$ cat src/rtl/hex_scan_ctrl.sv
// Drives four 7-segment digits from a single shared hex decoder, scanning one digit at a time.
// Build option: define HEX_LZB_EN to blank leading zeros (hex0 is never blanked).
module hex_scan_ctrl (
    input  logic        clk,
    input  logic        reset,
    input  logic        load,
    input  logic [15:0] value,
    output logic [3:0]  dec_in,
    input  logic [6:0]  dec_out,
    output logic [6:0]  hex0,
    output logic [6:0]  hex1,
    output logic [6:0]  hex2,
    output logic [6:0]  hex3,
    output logic        busy,
    output logic        done
);

    localparam logic [6:0] SEG_BLANK = 7'h7F;

    typedef enum logic [1:0] {
        S_IDLE,
        S_DRIVE,
        S_LATCH,
        S_DONE
    } state_t;

    state_t          state_q, state_d;
    logic [1:0]      idx_q, idx_d;
    logic [15:0]     val_q, val_d;
    logic [3:0][6:0] hex_q, hex_d;
    logic [3:0]      nib;
    logic            blank;

    assign nib = val_q[{idx_q, 2'b00} +: 4];

`ifdef HEX_LZB_EN
    // Stays set while every nibble scanned so far in this pass has been zero.
    logic zf_q, zf_d;

    always_comb begin
        zf_d = zf_q;
        if (state_q == S_IDLE && load) begin
            zf_d = 1'b1;
        end else if (state_q == S_LATCH) begin
            zf_d = zf_q & (nib == 4'h0);
        end
    end

    always_ff @(posedge clk) begin
        if (reset) begin
            zf_q <= 1'b1;
        end else begin
            zf_q <= zf_d;
        end
    end

    assign blank = zf_q && (nib == 4'h0) && (idx_q != 2'd0);
`else
    assign blank = 1'b0;
`endif

    always_comb begin
        state_d = state_q;
        idx_d   = idx_q;
        val_d   = val_q;
        hex_d   = hex_q;
        dec_in  = 4'h0;
        busy    = 1'b1;
        done    = 1'b0;
        case (state_q)
            S_IDLE: begin
                busy = 1'b0;
                if (load) begin
                    val_d   = value;
                    idx_d   = 2'd3;
                    state_d = S_DRIVE;
                end
            end
            S_DRIVE: begin
                dec_in  = nib;
                state_d = S_LATCH;
            end
            S_LATCH: begin
                dec_in        = nib;
                hex_d[idx_q]  = blank ? SEG_BLANK : dec_out;
                if (idx_q != 2'd0) begin
                    idx_d   = idx_q - 2'd1;
                    state_d = S_DRIVE;
                end else begin
                    state_d = S_DONE;
                end
            end
            S_DONE: begin
                done    = 1'b1;
                state_d = S_IDLE;
            end
            default: state_d = S_IDLE;
        endcase
    end

    always_ff @(posedge clk) begin
        if (reset) begin
            state_q <= S_IDLE;
            idx_q   <= 2'd3;
            val_q   <= 16'h0000;
            hex_q   <= {4{SEG_BLANK}};
        end else begin
            state_q <= state_d;
            idx_q   <= idx_d;
            val_q   <= val_d;
            hex_q   <= hex_d;
        end
    end

    assign hex0 = hex_q[0];
    assign hex1 = hex_q[1];
    assign hex2 = hex_q[2];
    assign hex3 = hex_q[3];

endmodule

$ cat config.mk
export PLATFORM = sky130hd
export DESIGN_NAME = hex_scan_ctrl
export DESIGN_NICKNAME = d
export VERILOG_FILES = /design/src/rtl/hex_scan_ctrl.sv
export SDC_FILE = /design/constraint.sdc
export NUM_CORES = 1
export LEC_CHECK = 0
export BUFFER_PORTS_ARGS = -buffer_cell sky130_fd_sc_hd__buf_4
export CAP_MARGIN = 25
export CORE_ASPECT_RATIO = 0.7
export CORE_MARGIN = 8
export CORE_UTILIZATION = 30
export CTS_CLUSTER_SIZE = 28
export DETAILED_ROUTE_END_ITERATION = 10
export HOLD_SLACK_MARGIN = 0.12
export PLACE_DENSITY_LB_ADDON = 0.15
export RECOVER_POWER = 50
export SKIP_LAST_GASP = 1
export SLEW_MARGIN = 10
export SYNTH_ARGS = -nofsm -noshare
export SYNTH_HDL_FRONTEND = slang
export SYNTH_SLANG_ARGS = --single-unit
export TNS_END_PERCENT = 1
$ cat constraint.sdc
create_clock -name clk -period 2.01 [get_ports clk]
set_input_delay 0.402 -clock clk [delete_from_list [all_inputs] [get_ports clk]]
set_output_delay 0.402 -clock clk [all_outputs]
set_load 0.01 [all_outputs]
=== After elaboration in Yosys (flattened, before gate mapping) ===
Cells that the tools add are included.

* Divide/modulo/power cells: 0
* Equal/unequal tests: 5
* Shifts and indexed selects: 1
* Bitwise operators: 0
* Add/subtract/negate cells: 1
* $lt $le $gt $ge: 2
* Reductions and logical operators: 7
* Multipliers: 0
* Multiplexer cells: 12

{| class="wikitable"
|+ Operators with widths
! operator !! number
|-
| $bwmux 28 || 1
|-
| $shiftx 16x5->4 || 1
|-
| $demux 7 s2 || 1
|-
| $mux 2 || 4
|-
| $pmux 2 s4 || 1
|-
| $mux 7 || 1
|-
| $eq 2x2->1 const B || 2
|-
| $mux 4 || 1
|-
| $ne 2x2->1 const B || 2
|-
| $pmux 2 s2 || 1
|-
| $reduce_bool 2->1 || 2
|-
| $lt 2x3->1 const B || 1
|-
| $reduce_and 3->1 || 1
|-
| $eq 2x1->1 const B || 1
|-
| $ge 2x1->1 const B || 1
|-
| $logic_not 2->1 || 1
|-
| $mux 1 || 2
|-
| $reduce_and 2->1 || 1
|-
| $reduce_or 2->1 || 1
|-
| $sub 2x1->2 const B || 1
|-
| $logic_and 1x1->1 || 1
|}

* Word-level logic and storage cells: 35
* Memories: 0
* Output and inout bits: 34
* Bits in writable memories: 0
* Bits in registers: 48
* Input bits: 26
* ROM bits: 0
* Bits in latches: 0

=== Depth between registers and ports, before layout ===
Gate-level depths: netlist of run 1.

* Depth after elaboration: 5
* Depth in mapped cells: 7
* Gate-level depth less buffers: 5

=== Worst setup path after synthesis of run 1 ===
Ideal clock, no wire load.

* Kind: flip-flop to output port
* From: register idx_q[0]
* To: output dec_in[0]
* Arrival: 1.152 ns
* Stages on the path, launching flop included: 4
* Required time: 1.608 ns
* Slack: 0.456 ns
* Cell sequence: dfxtp_1 buf_6 mux4_2 and2_1

* Word-level cells in the longest chain between the ends: 2

{| class="wikitable"
|+ Ends and longest elaborated chain
! element !! RTL line !! source
|-
| start: declaration || 28 || <nowiki>logic [1:0] idx_q, idx_d;</nowiki>
|-
| start signal: assignment || 109 || <nowiki>idx_q <= idx_d;</nowiki>
|-
| $shiftx 16x5->4 || 34 || <nowiki>assign nib = val_q[{idx_q, 2'b00} +: 4];</nowiki>
|-
| $mux 4 || 70 || <nowiki>case (state_q)</nowiki>
|-
| end: declaration || 8 || <nowiki>output logic [3:0] dec_in,</nowiki>
|}

No other way between the ends.

=== Final worst setup path of run 1 ===
* From: register idx_q[0]
* To: output dec_in[3]

Same word-level chain as after synthesis.

==> results.sh, run 1 <==
export IMPL_drv_cap=0
export IMPL_ioPinCount=60
export IMPL_drc=0
export IMPL_grt_overflow=0
export IMPL_p_int_mw=1.38
export IMPL_worstSetupEndpointType="primary output"
export IMPL_cts_resized=1
export IMPL_worst_r2r_cell_count=6
export IMPL_slew_viol_final=0
export IMPL_rr_startpoint="idx_q[0]"
export IMPL_diodes=0
export IMPL_cts_root_buf="clkbuf_8"
export IMPL_drt_wirelength_per_cell_um=15.3
export IMPL_total_power_mw=1.92
export IMPL_dp_hpwl_um=3910
export IMPL_drt_pass1_iter_count=4
export IMPL_syn_inst=209
export IMPL_area_growth_pct=23.9
export IMPL_r2r_end="idx_q[0]"
export IMPL_cts_tree="yes"
export IMPL_drive_gt1_share_pct=17.7
export IMPL_start_kind="flip-flop"
export IMPL_fillers=714
export IMPL_rsz0062_at_grt="false"
export IMPL_power_switching_mw=0.537
export IMPL_synth_cell_type_count=21
export IMPL_grt_use_total_pct=11.5
export IMPL_start_util_pct=30.5
export IMPL_numPortBuffers=59
export IMPL_core_area_um2=6630
export IMPL_slowest_delay_ps=510
export IMPL_nNetsFinal=300
export IMPL_startpoint="idx_q[0]"
export IMPL_ir_drop_mv=0.311
export IMPL_antenna_found_initial=0
export IMPL_dieArea_um2=9660
export IMPL_rows=25
export IMPL_fp_dieH_um=84.6
export IMPL_gp_congestion=0.717
export IMPL_cts_hold_buf=0
export IMPL_status="finished clean"
export IMPL_critPathRequiredTime_ps=1610
export IMPL_cts_htree_levels=2
export IMPL_timing_critical_path_to="dec_in[3]"
export IMPL_synth_area_um2=2020
export IMPL_switching_share_pct=28.0
export IMPL_path_cells="mux4_2 > and2_1 > buf_4"
export IMPL_worst_path_max_fanout=5
export IMPL_clkSinkCount=48
export IMPL_cts_buffers=5
export IMPL_holdWs_ps=351
export IMPL_dr_total_vias=1700
export IMPL_grt_pass1_wl_um=8910
export IMPL_critPathKind="reg -> out"
export IMPL_synth_nets=244
export IMPL_finalCriticalPeriod_ps=1910
export IMPL_grt_start_max_net_pins=51
export IMPL_first_global_vias=1725
export IMPL_seq_power_share_pct=54.1
export IMPL_path_clk_slew_ps=80
export IMPL_vias_per_cell=4.74
export IMPL_seq_area_frac_synth_pct=47.6
export IMPL_p_leak_nw=1.09
export IMPL_rrSetupSlack_ps=170
export IMPL_p_comb_share_pct=17.1
export IMPL_cp_slowest_cell="mux4_2"
export IMPL_finalSetupViolations=0
export IMPL_min_from="value[7]"
export IMPL_critical_path_arrival_ps=1510
export IMPL_drt_wl_total_um=5480
export IMPL_syn_avg_cell_area_um2=9.66
export IMPL_slew_headroom_pct=56.6
export IMPL_p_clk_share_pct=28.8
export IMPL_fin_skew_ps=12.2
export IMPL_min_path_type="in -> reg"
export IMPL_dr_first_iter_drc_count=72
export IMPL_fmax_ghz=0.523
export IMPL_synth_seq_cells=48
export IMPL_finalSetupTns_ps=0
export IMPL_powerDensity_nw_per_um2=768
export IMPL_die_w_um=114
export IMPL_yosys_warnings=0
export IMPL_finalHoldViolCount=0
export IMPL_post_cts_buffers=0
export IMPL_clk_latency_ps=300
export IMPL_final_period_utilization_pct=95.1
export IMPL_clockBufferDepth=2
export IMPL_final_antenna_net_count=0
export IMPL_tightest_slew_ps=651
-- power by group through the flow --
stage,Sequential [mW],Clock (mW),Combinational (mW)
floorplan,1.06,0,0.208
global placement,1.06,0,0.344
detailed placement,1.06,0,0.347
CTS,1.04,0.577,0.349
global route,1.05,0.626,0.369
finish,1.04,0.553,0.329
-- synthesized netlist by cell type --
cell type | n | share of area, %
clkbuf_1 | 7 | 1.3
and3_1 | 28 | 8.7
dfxtp_1 | 48 | 48
a211oi_1 | 1 | 0.37
buf_6 | 1 | 0.56
buf_2 | 3 | 0.74
inv_1 | 5 | 0.93
nand2b_1 | 1 | 0.31
mux4_2 | 4 | 4.5
ha_1 | 9 | 5.6
a21oi_1 | 17 | 4.2
mux2i_1 | 2 | 0.99
a21o_1 | 1 | 0.37
buf_4 | 2 | 0.74
nand3_1 | 1 | 0.25
a211o_1 | 28 | 12
nor2_1 | 6 | 1.1
and2_1 | 5 | 1.5
nand2_2 | 4 | 1.2
o211ai_1 | 1 | 0.37
nand2_1 | 35 | 6.5
-- kinds of logic (layout without fill, tap and decap cells) --
family | Yosys count | count (layout) | share of synthesized area (%)
multiplexers | 6 | 6 | 5.45
AND/OR/NAND/NOR | 80 | 80 | 19.6
flip-flops | 48 | 48 | 47.6
AO/OA/AOI/OAI | 48 | 48 | 17.5
buffers and inverters | 18 | 74 | 4.27
adder cells (fa/ha/maj) | 9 | 9 | 5.58
-- worst max-delay path: cells and delay by family, from the launching register on --
family | cells | cell delay (ps)
multiplexers | 1 | 510
flip-flops | 1 | 410
AND/OR/NAND/NOR | 1 | 170
buffers and inverters | 1 | 140
-- cell usage in the layout (no fill, tap or decap) --
cell | netlist | routed
nor2_1 | 6 | 6
a211o_1 | 28 | 28
a21oi_1 | 17 | 17
clkinvlp_4 | 0 | 1
clkbuf_8 | 0 | 5
and3_1 | 28 | 28
clkbuf_1 | 7 | 30
nand2_1 | 35 | 36
mux2i_1 | 2 | 2
dfxtp_1 | 48 | 47
o211ai_1 | 1 | 1
a211oi_1 | 1 | 1
dfxtp_2 | 0 | 1
a21o_1 | 1 | 1
and2_1 | 5 | 5
nand3_1 | 1 | 1
buf_4 | 2 | 32
nand2b_1 | 1 | 1
ha_1 | 9 | 9
inv_1 | 5 | 5
mux4_2 | 4 | 4
nand2_2 | 4 | 3
clkinv_2 | 0 | 1
-- per-layer routing --
metal / track usage [%] / part of all wire, % / vias to the layer above
met4: 3.61 / 0.93 / 0
li1: - / - / 849
met3: 3.51 / 4.6 / 4
met1: 15.8 / 51 / 818
met2: 16.6 / 43 / 29
met5: 0 / 0 / -
-- area by class of cell --
type	instances	area, um^2	share of cell area (%)
Clock inverter	2	12.5	0.500
Timing Repair Buffer	62	353	14.1
Sequential cell	48	962	38.5
Clock buffer	5	68.8	2.75
Inverter	5	18.8	0.750
Multi-Input combinational cell	143	970	38.7
Tap cell	94	118	4.70
-- metrics by stage --
step	area [um^2]	util (%)	worst slack, ps	instances
floorplan	2020	-	456	209
global placement	2530	38.2	308	352
detailed placement	2530	38.2	303	352
CTS	2620	39.5	78.8	359
global route	2500	37.7	10.6	359
finish	2500	37.7	99.1	359
-- sequential cells by signal, summed over array words and instances (netlist names) --
register / count
hex0: 7
hex1: 7
hex2: 7
hex3: 7
idx_q: 2
state_q: 2
val_q: 16
-- how the worst min path moves through the flow --
stage                endpoint  slack, ps  cells past startpoint
global route         val_q[1]        340                      3
detailed placement  val_q[11]        450                      2
global placement     val_q[7]        450                      2
CTS                 val_q[10]        350                      3
floorplan           val_q[10]        430                      2
finish               val_q[7]        350                      3
No activity file was read; power rests on OpenSTA's default activity.
==> inputs of run 2 (changes only) <==
==> constraint.sdc (replaced) <==
create_clock -name clk -period 2.01 [get_ports clk]
set_input_delay 0.3015 -clock clk [delete_from_list [all_inputs] [get_ports clk]]
set_output_delay 0.3015 -clock clk [all_outputs]
set_load 0.01 [all_outputs]
==> run 2 against run 1 <==
Compared with the run above:
- wire length fell by 2.0%
- sequential power barely moved
- worst setup slack improved by 30 ps
- fmax increased by 1.6%
- core utilization grew 0.23 points
- critical endpoint unchanged
==> results.sh, run 2 (synthesis gave the netlist of run 1 again) <==
export IMPL_drive_gt1_share_pct=17.7
export IMPL_area_growth_pct=24.7
export IMPL_clockBufferDepth=2
export IMPL_cp_slowest_cell="mux4_2"
export IMPL_cts_tree="yes"
export IMPL_first_global_vias=1754
export IMPL_worstSetupEndpointType="primary output"
export IMPL_finalSetupViolations=0
export IMPL_path_clk_slew_ps=80
export IMPL_timing_critical_path_to="dec_in[3]"
export IMPL_ir_drop_mv=0.300
export IMPL_min_path_type="in -> reg"
export IMPL_clk_latency_ps=300
export IMPL_p_clk_share_pct=30.9
export IMPL_postLayoutCoreUtil_pct=38.0
export IMPL_largest_reg_flops=16
export IMPL_post_cts_buffers=0
export IMPL_dr_first_iter_drc_count=71
export IMPL_p_comb_share_pct=16.3
export IMPL_cts_buffers=5
export IMPL_status="finished clean"
export IMPL_start_kind="flip-flop"
export IMPL_path_cells="mux4_2 > and2_1 > buf_4"
export IMPL_final_cell_mix="dfxtp_1 (47), nand2_1 (36), buf_4 (32), clkbuf_1 (30)"
export IMPL_start_util_pct=30.5
export IMPL_drt_wirelength_per_cell_um=15.0
export IMPL_vias_per_cell=4.60
export IMPL_worst_path_max_fanout=9
export IMPL_finalSetupTns_ps=0
export IMPL_startpoint="idx_q[0]"
export IMPL_finalCriticalPeriod_ps=1880
export IMPL_p_leak_nw=1.10
export IMPL_slew_headroom_pct=62.5
export IMPL_slowest_delay_ps=520
export IMPL_fmax_ghz=0.532
export IMPL_drv_cap=0
export IMPL_fp_dieH_um=84.6
export IMPL_final_antenna_net_count=0
export IMPL_seq_power_share_pct=52.8
export IMPL_r2r_end="idx_q[0]"
export IMPL_pre_cts_ws_ps=268
export IMPL_die_w_um=114
export IMPL_p_int_mw=1.45
export IMPL_core_area_um2=6630
export IMPL_cts_root_buf="clkbuf_8"
export IMPL_cts_htree_levels=2
export IMPL_dr_total_vias=1653
export IMPL_total_power_mw=1.97
export IMPL_tightest_slew_ps=561
export IMPL_min_from="value[10]"
export IMPL_dp_hpwl_um=3880
export IMPL_slew_viol_final=0
export IMPL_diodes=0
export IMPL_finalHoldViolCount=0
export IMPL_worst_r2r_cell_count=5
export IMPL_grt_overflow=0
export IMPL_final_common_cell="dfxtp_1"
export IMPL_ioPinCount=60
export IMPL_rows=25
export IMPL_drt_wl_total_um=5370
export IMPL_top_register="val_q"
export IMPL_antenna_found_initial=0
export IMPL_gp_congestion=0.715
export IMPL_critPathKind="reg -> out"
export IMPL_clkSinkCount=48
export IMPL_numPortBuffers=59
export IMPL_drc=0
export IMPL_fin_ws_ps=129
export IMPL_grt_start_max_net_pins=51
export IMPL_dieArea_um2=9660
export IMPL_drt_pass1_iter_count=5
export IMPL_rsz0062_at_grt="false"
export IMPL_powerDensity_nw_per_um2=782
export IMPL_rr_startpoint="idx_q[1]"
export IMPL_final_period_utilization_pct=93.6
export IMPL_grt_pass1_wl_um=8900
export IMPL_switching_share_pct=26.3
export IMPL_fin_skew_ps=10.2
export IMPL_rrSetupSlack_ps=350
export IMPL_critical_path_arrival_ps=1580
export IMPL_nNetsFinal=300
export IMPL_critPathRequiredTime_ps=1710
export IMPL_grt_use_total_pct=11.4
export IMPL_holdWs_ps=249
export IMPL_power_switching_mw=0.518
==> run 2: worst max-delay path, delay by kind of cell (launching register included) <==
family	cells	cell delay (ps)
and+or+nand+nor	1	170
muxes	1	520
DFF	1	470
buffers and inverters	1	140
==> run 2: how the worst min path moves through the flow <==
stage,endpoint,slack [ps],cells past startpoint
after detailed placement,hex1[2],450,1
after floorplan,val_q[10],430,2
after global placement,val_q[11],440,2
after CTS,val_q[10],240,3
final,val_q[10],250,3
after global routing,val_q[14],240,3
==> run 2: area by class of cell <==
type,count,area (um^2)
multi-input cells,143,970
fillers,729,4110
clock buffers,7,96.3
well taps,94,118
repair buffers,62,353
inverters,5,18.8
flip-flops and latches,48,962
==> run 2: what timing repair did <==
item / 4_1_cts / 5_1_grt
resized for setup: 1 / 0
hold buffers: 0 / 0
endpoints found under the setup margin: 4 / 0
==> run 2: through the flow <==
step	area, um^2	std cells
2_1_floorplan	2020	209
3_3_place_gp	2530	352
3_5_place_dp	2530	352
4_1_cts	2630	359
5_1_grt	2520	359
6_report	2520	359
==> run 2: routing by layer <==
metal  global-route usage [%]  share of wire, %  wire length [um]  up-vias
li1                         -                 -                 -      850
met1                     15.7                53              2850      768
met2                     16.8                42              2260       30
met3                     3.08               3.8               204        5
met4                     3.61              0.97                52        0
met5                        0                 0                 0        -
==> run 2: power groups by stage <==
stage | Combinational, mW | Clock, mW | Sequential (mW)
global placement | 0.341 | 0 | 1.06
floorplan | 0.208 | 0 | 1.06
CTS | 0.343 | 0.639 | 1.04
finish | 0.321 | 0.608 | 1.04
global route | 0.366 | 0.686 | 1.05
detailed placement | 0.342 | 0 | 1.06
==> inputs of run 3 (changes only) <==
ABC_AREA = 1   (was default)
==> run 3 against run 2 <==
Compared with the run above:
- critical path depth is 2 higher
- sequential cell count unchanged
- first-iteration DRC count grew 13%
- synthesized cell count up 28%
- critical path type unchanged
- critical endpoint is now dec_in[2]
- largest power group unchanged
==> results.sh, run 3 <==
export IMPL_status="finished clean"
export IMPL_drt_wirelength_per_cell_um=13.3
export IMPL_dp_hpwl_um=4030
export IMPL_drive_gt1_share_pct=13.1
export IMPL_path_clk_slew_ps=90
export IMPL_synth_area_um2=1980
export IMPL_drv_cap=0
export IMPL_rrSetupSlack_ps=320
export IMPL_syn_avg_cell_area_um2=7.39
export IMPL_post_cts_buffers=0
export IMPL_cts_resized=0
export IMPL_tightest_slew_ps=481
export IMPL_drt_pass1_iter_count=4
export IMPL_numPortBuffers=59
export IMPL_dieArea_um2=9490
export IMPL_netlist_area_leader_share_pct=48.5
export IMPL_hold_end="state_q[1]"
export IMPL_vias_per_cell=4.41
export IMPL_cts_hold_buf=0
export IMPL_min_from="reset"
export IMPL_synthTopCellsByArea="dfxtp_1 (49%), nand2_1 (16%), nand3_1 (9.1%)"
export IMPL_cts_root_buf="clkbuf_8"
export IMPL_min_path_type="in -> reg"
export IMPL_dr_first_iter_drc_count=80
export IMPL_r2r_end="hex0[6]"
export IMPL_drc=0
export IMPL_ir_drop_mv=0.344
export IMPL_final_period_utilization_pct=90.0
export IMPL_first_global_vias=1688
export IMPL_cts_tree="yes"
export IMPL_finalSetupTns_ps=0
export IMPL_fp_dieH_um=84.0
export IMPL_clockBufferDepth=2
export IMPL_ioPinCount=60
export IMPL_final_cells=407
export IMPL_fmax_ghz=0.553
export IMPL_critical_path_arrival_ps=1510
export IMPL_ys_flop_type="dfxtp_1"
export IMPL_powerDensity_nw_per_um2=932
export IMPL_syn_inst=268
export IMPL_top_register="val_q"
export IMPL_stdcell_area_um2=2510
export IMPL_final_cell_mix="nand2_1 (85), dfxtp_1 (48), nand3_1 (36), buf_4 (33), clkbuf_1 (29)"
export IMPL_grt_start_max_net_pins=30
export IMPL_critPathRequiredTime_ps=1710
export IMPL_fillers=690
export IMPL_rsz0062_at_grt="false"
export IMPL_rows=24
export IMPL_dp_cells=399
export IMPL_yosysTopAreaCell="dfxtp_1"
export IMPL_final_antenna_net_count=0
export IMPL_synth_edf_count=0
export IMPL_nNetsFinal=363
export IMPL_area_growth_pct=26.9
export IMPL_p_leak_nw=1.24
export IMPL_rr_startpoint="idx_q[1]"
export IMPL_synth_common_cells="nand2_1 (85), dfxtp_1 (48), nand3_1 (36)"
export IMPL_clkSinkCount=48
export IMPL_diodes=0
export IMPL_finalCriticalPeriod_ps=1810
export IMPL_gp_congestion=0.794
export IMPL_post_dp_cell_area_um2=2490
export IMPL_antenna_found_initial=0
export IMPL_grt_use_total_pct=11.4
export IMPL_whs_path_depth=2
export IMPL_start_kind="flip-flop"
export IMPL_final_common_cell="nand2_1"
export IMPL_finalHoldViolCount=0
export IMPL_dr_total_vias=1794
export IMPL_critPathKind="reg -> out"
export IMPL_grt_pass1_wl_um=8800
export IMPL_fin_skew_ps=6.36
export IMPL_worstSetupEndpointType="primary output"
export IMPL_clk_latency_ps=290
export IMPL_cts_buffers=5
export IMPL_core_area_um2=6310
export IMPL_largest_reg_flops=16
export IMPL_seq_area_frac_synth_pct=48.5
export IMPL_async_flop_share_pct=0
export IMPL_die_w_um=113
export IMPL_drt_wl_total_um=5410
export IMPL_synth_seq_cells=48
export IMPL_synth_nets=303
export IMPL_start_util_pct=31.4
export IMPL_worst_r2r_cell_count=6
export IMPL_synthMostInstantiatedCell="nand2_1"
export IMPL_slew_viol_final=0
export IMPL_synth_cell_type_count=14
export IMPL_slew_headroom_pct=68.0
export IMPL_finalSetupViolations=0
export IMPL_grt_overflow=0
export IMPL_cts_htree_levels=2
export IMPL_yosys_warnings=0
export IMPL_worst_path_max_fanout=10
[run 3: changes by cell type in the layout (fill, tap and decap cells not counted), sizes merged, moves of 2 or more]
| cell | before | now |
|---|---|---|
| nand3 | 1 | 36 |
| mux4 | 4 | 0 |
| inv | 5 | 25 |
| nor2 | 6 | 17 |
| o21ai | 0 | 17 |
| a211o | 28 | 0 |
| and2 | 5 | 0 |
| and3 | 28 | 0 |
| nand2 | 39 | 85 |
| nand4 | 0 | 2 |
| mux2i | 2 | 0 |
[run 3: worst max path at each step]
| stage | from | endpoint | slack, ps | depth (start not counted) |
|---|---|---|---|---|
| 2_1_floorplan | idx_q[1] | state_q[1] | 700 | 7 |
| 3_3_place_gp | idx_q[1] | hex0[0] | 360 | 6 |
| 3_5_place_dp | idx_q[1] | hex0[6] | 300 | 6 |
| 4_1_cts | idx_q[1] | dec_in[2] | 170 | 5 |
| 5_1_grt | idx_q[1] | dec_in[2] | 40 | 5 |
| 6_report | idx_q[1] | dec_in[2] | 200 | 5 |
[run 3: per-layer routing]
metal / global-route usage, % / share of wire (%) / up-vias
met2: 15.9 / 42 / 35
met5: 0 / 0 / -
met1: 16.5 / 52 / 788
met4: 2.17 / 0.39 / 0
li1: - / - / 969
met3: 3.61 / 5.4 / 2
[run 3: logic make-up after synthesis]
family	share of synthesized area, %
and+or+nand+nor	29.1
AOI/OAI and AO/OA	8.85
DFF	48.5
buffers and inverters	7.84
adders and majority gates	5.69
[run 3: area by class of cell]
cell class / instances / area, um^2 / share of cell area [%]
flip-flops and latches: 48 / 961 / 38.3
well taps: 78 / 97.6 / 3.89
repair buffers: 63 / 362 / 14.4
clock inverters: 1 / 30.0 / 1.20
inverters: 26 / 101 / 4.04
multi-input cells: 184 / 863 / 34.4
clock buffers: 7 / 96.3 / 3.84
[run 3: critical path, stage by stage, from the launching register on]
cell,delay (ps)
dfxtp_1,430
clkinvlp_4,230
nor2_1,190
nand2_1,60
a21oi_1,150
buf_4,150
[run 3: metrics by stage]
step / hold slack [ps] / utilization [%] / worst slack [ps] / power [mW]
5_1_grt: 166 / 39.8 / 42.9 / 2.49
4_1_cts: 162 / 41.5 / 166 / 2.38
3_3_place_gp: 447 / 39.5 / 364 / 1.62
6_report: 168 / 39.8 / 200 / 2.34
2_1_floorplan: 371 / - / 697 / 1.42
3_5_place_dp: 449 / 39.5 / 304 / 1.62
[run 3: power by group]
group / internal, mW / total, mW / switching, mW
clock network: 0.439 / 0.761 / 0.322
registers: 1.03 / 1.08 / 0.0446
logic: 0.192 / 0.501 / 0.309
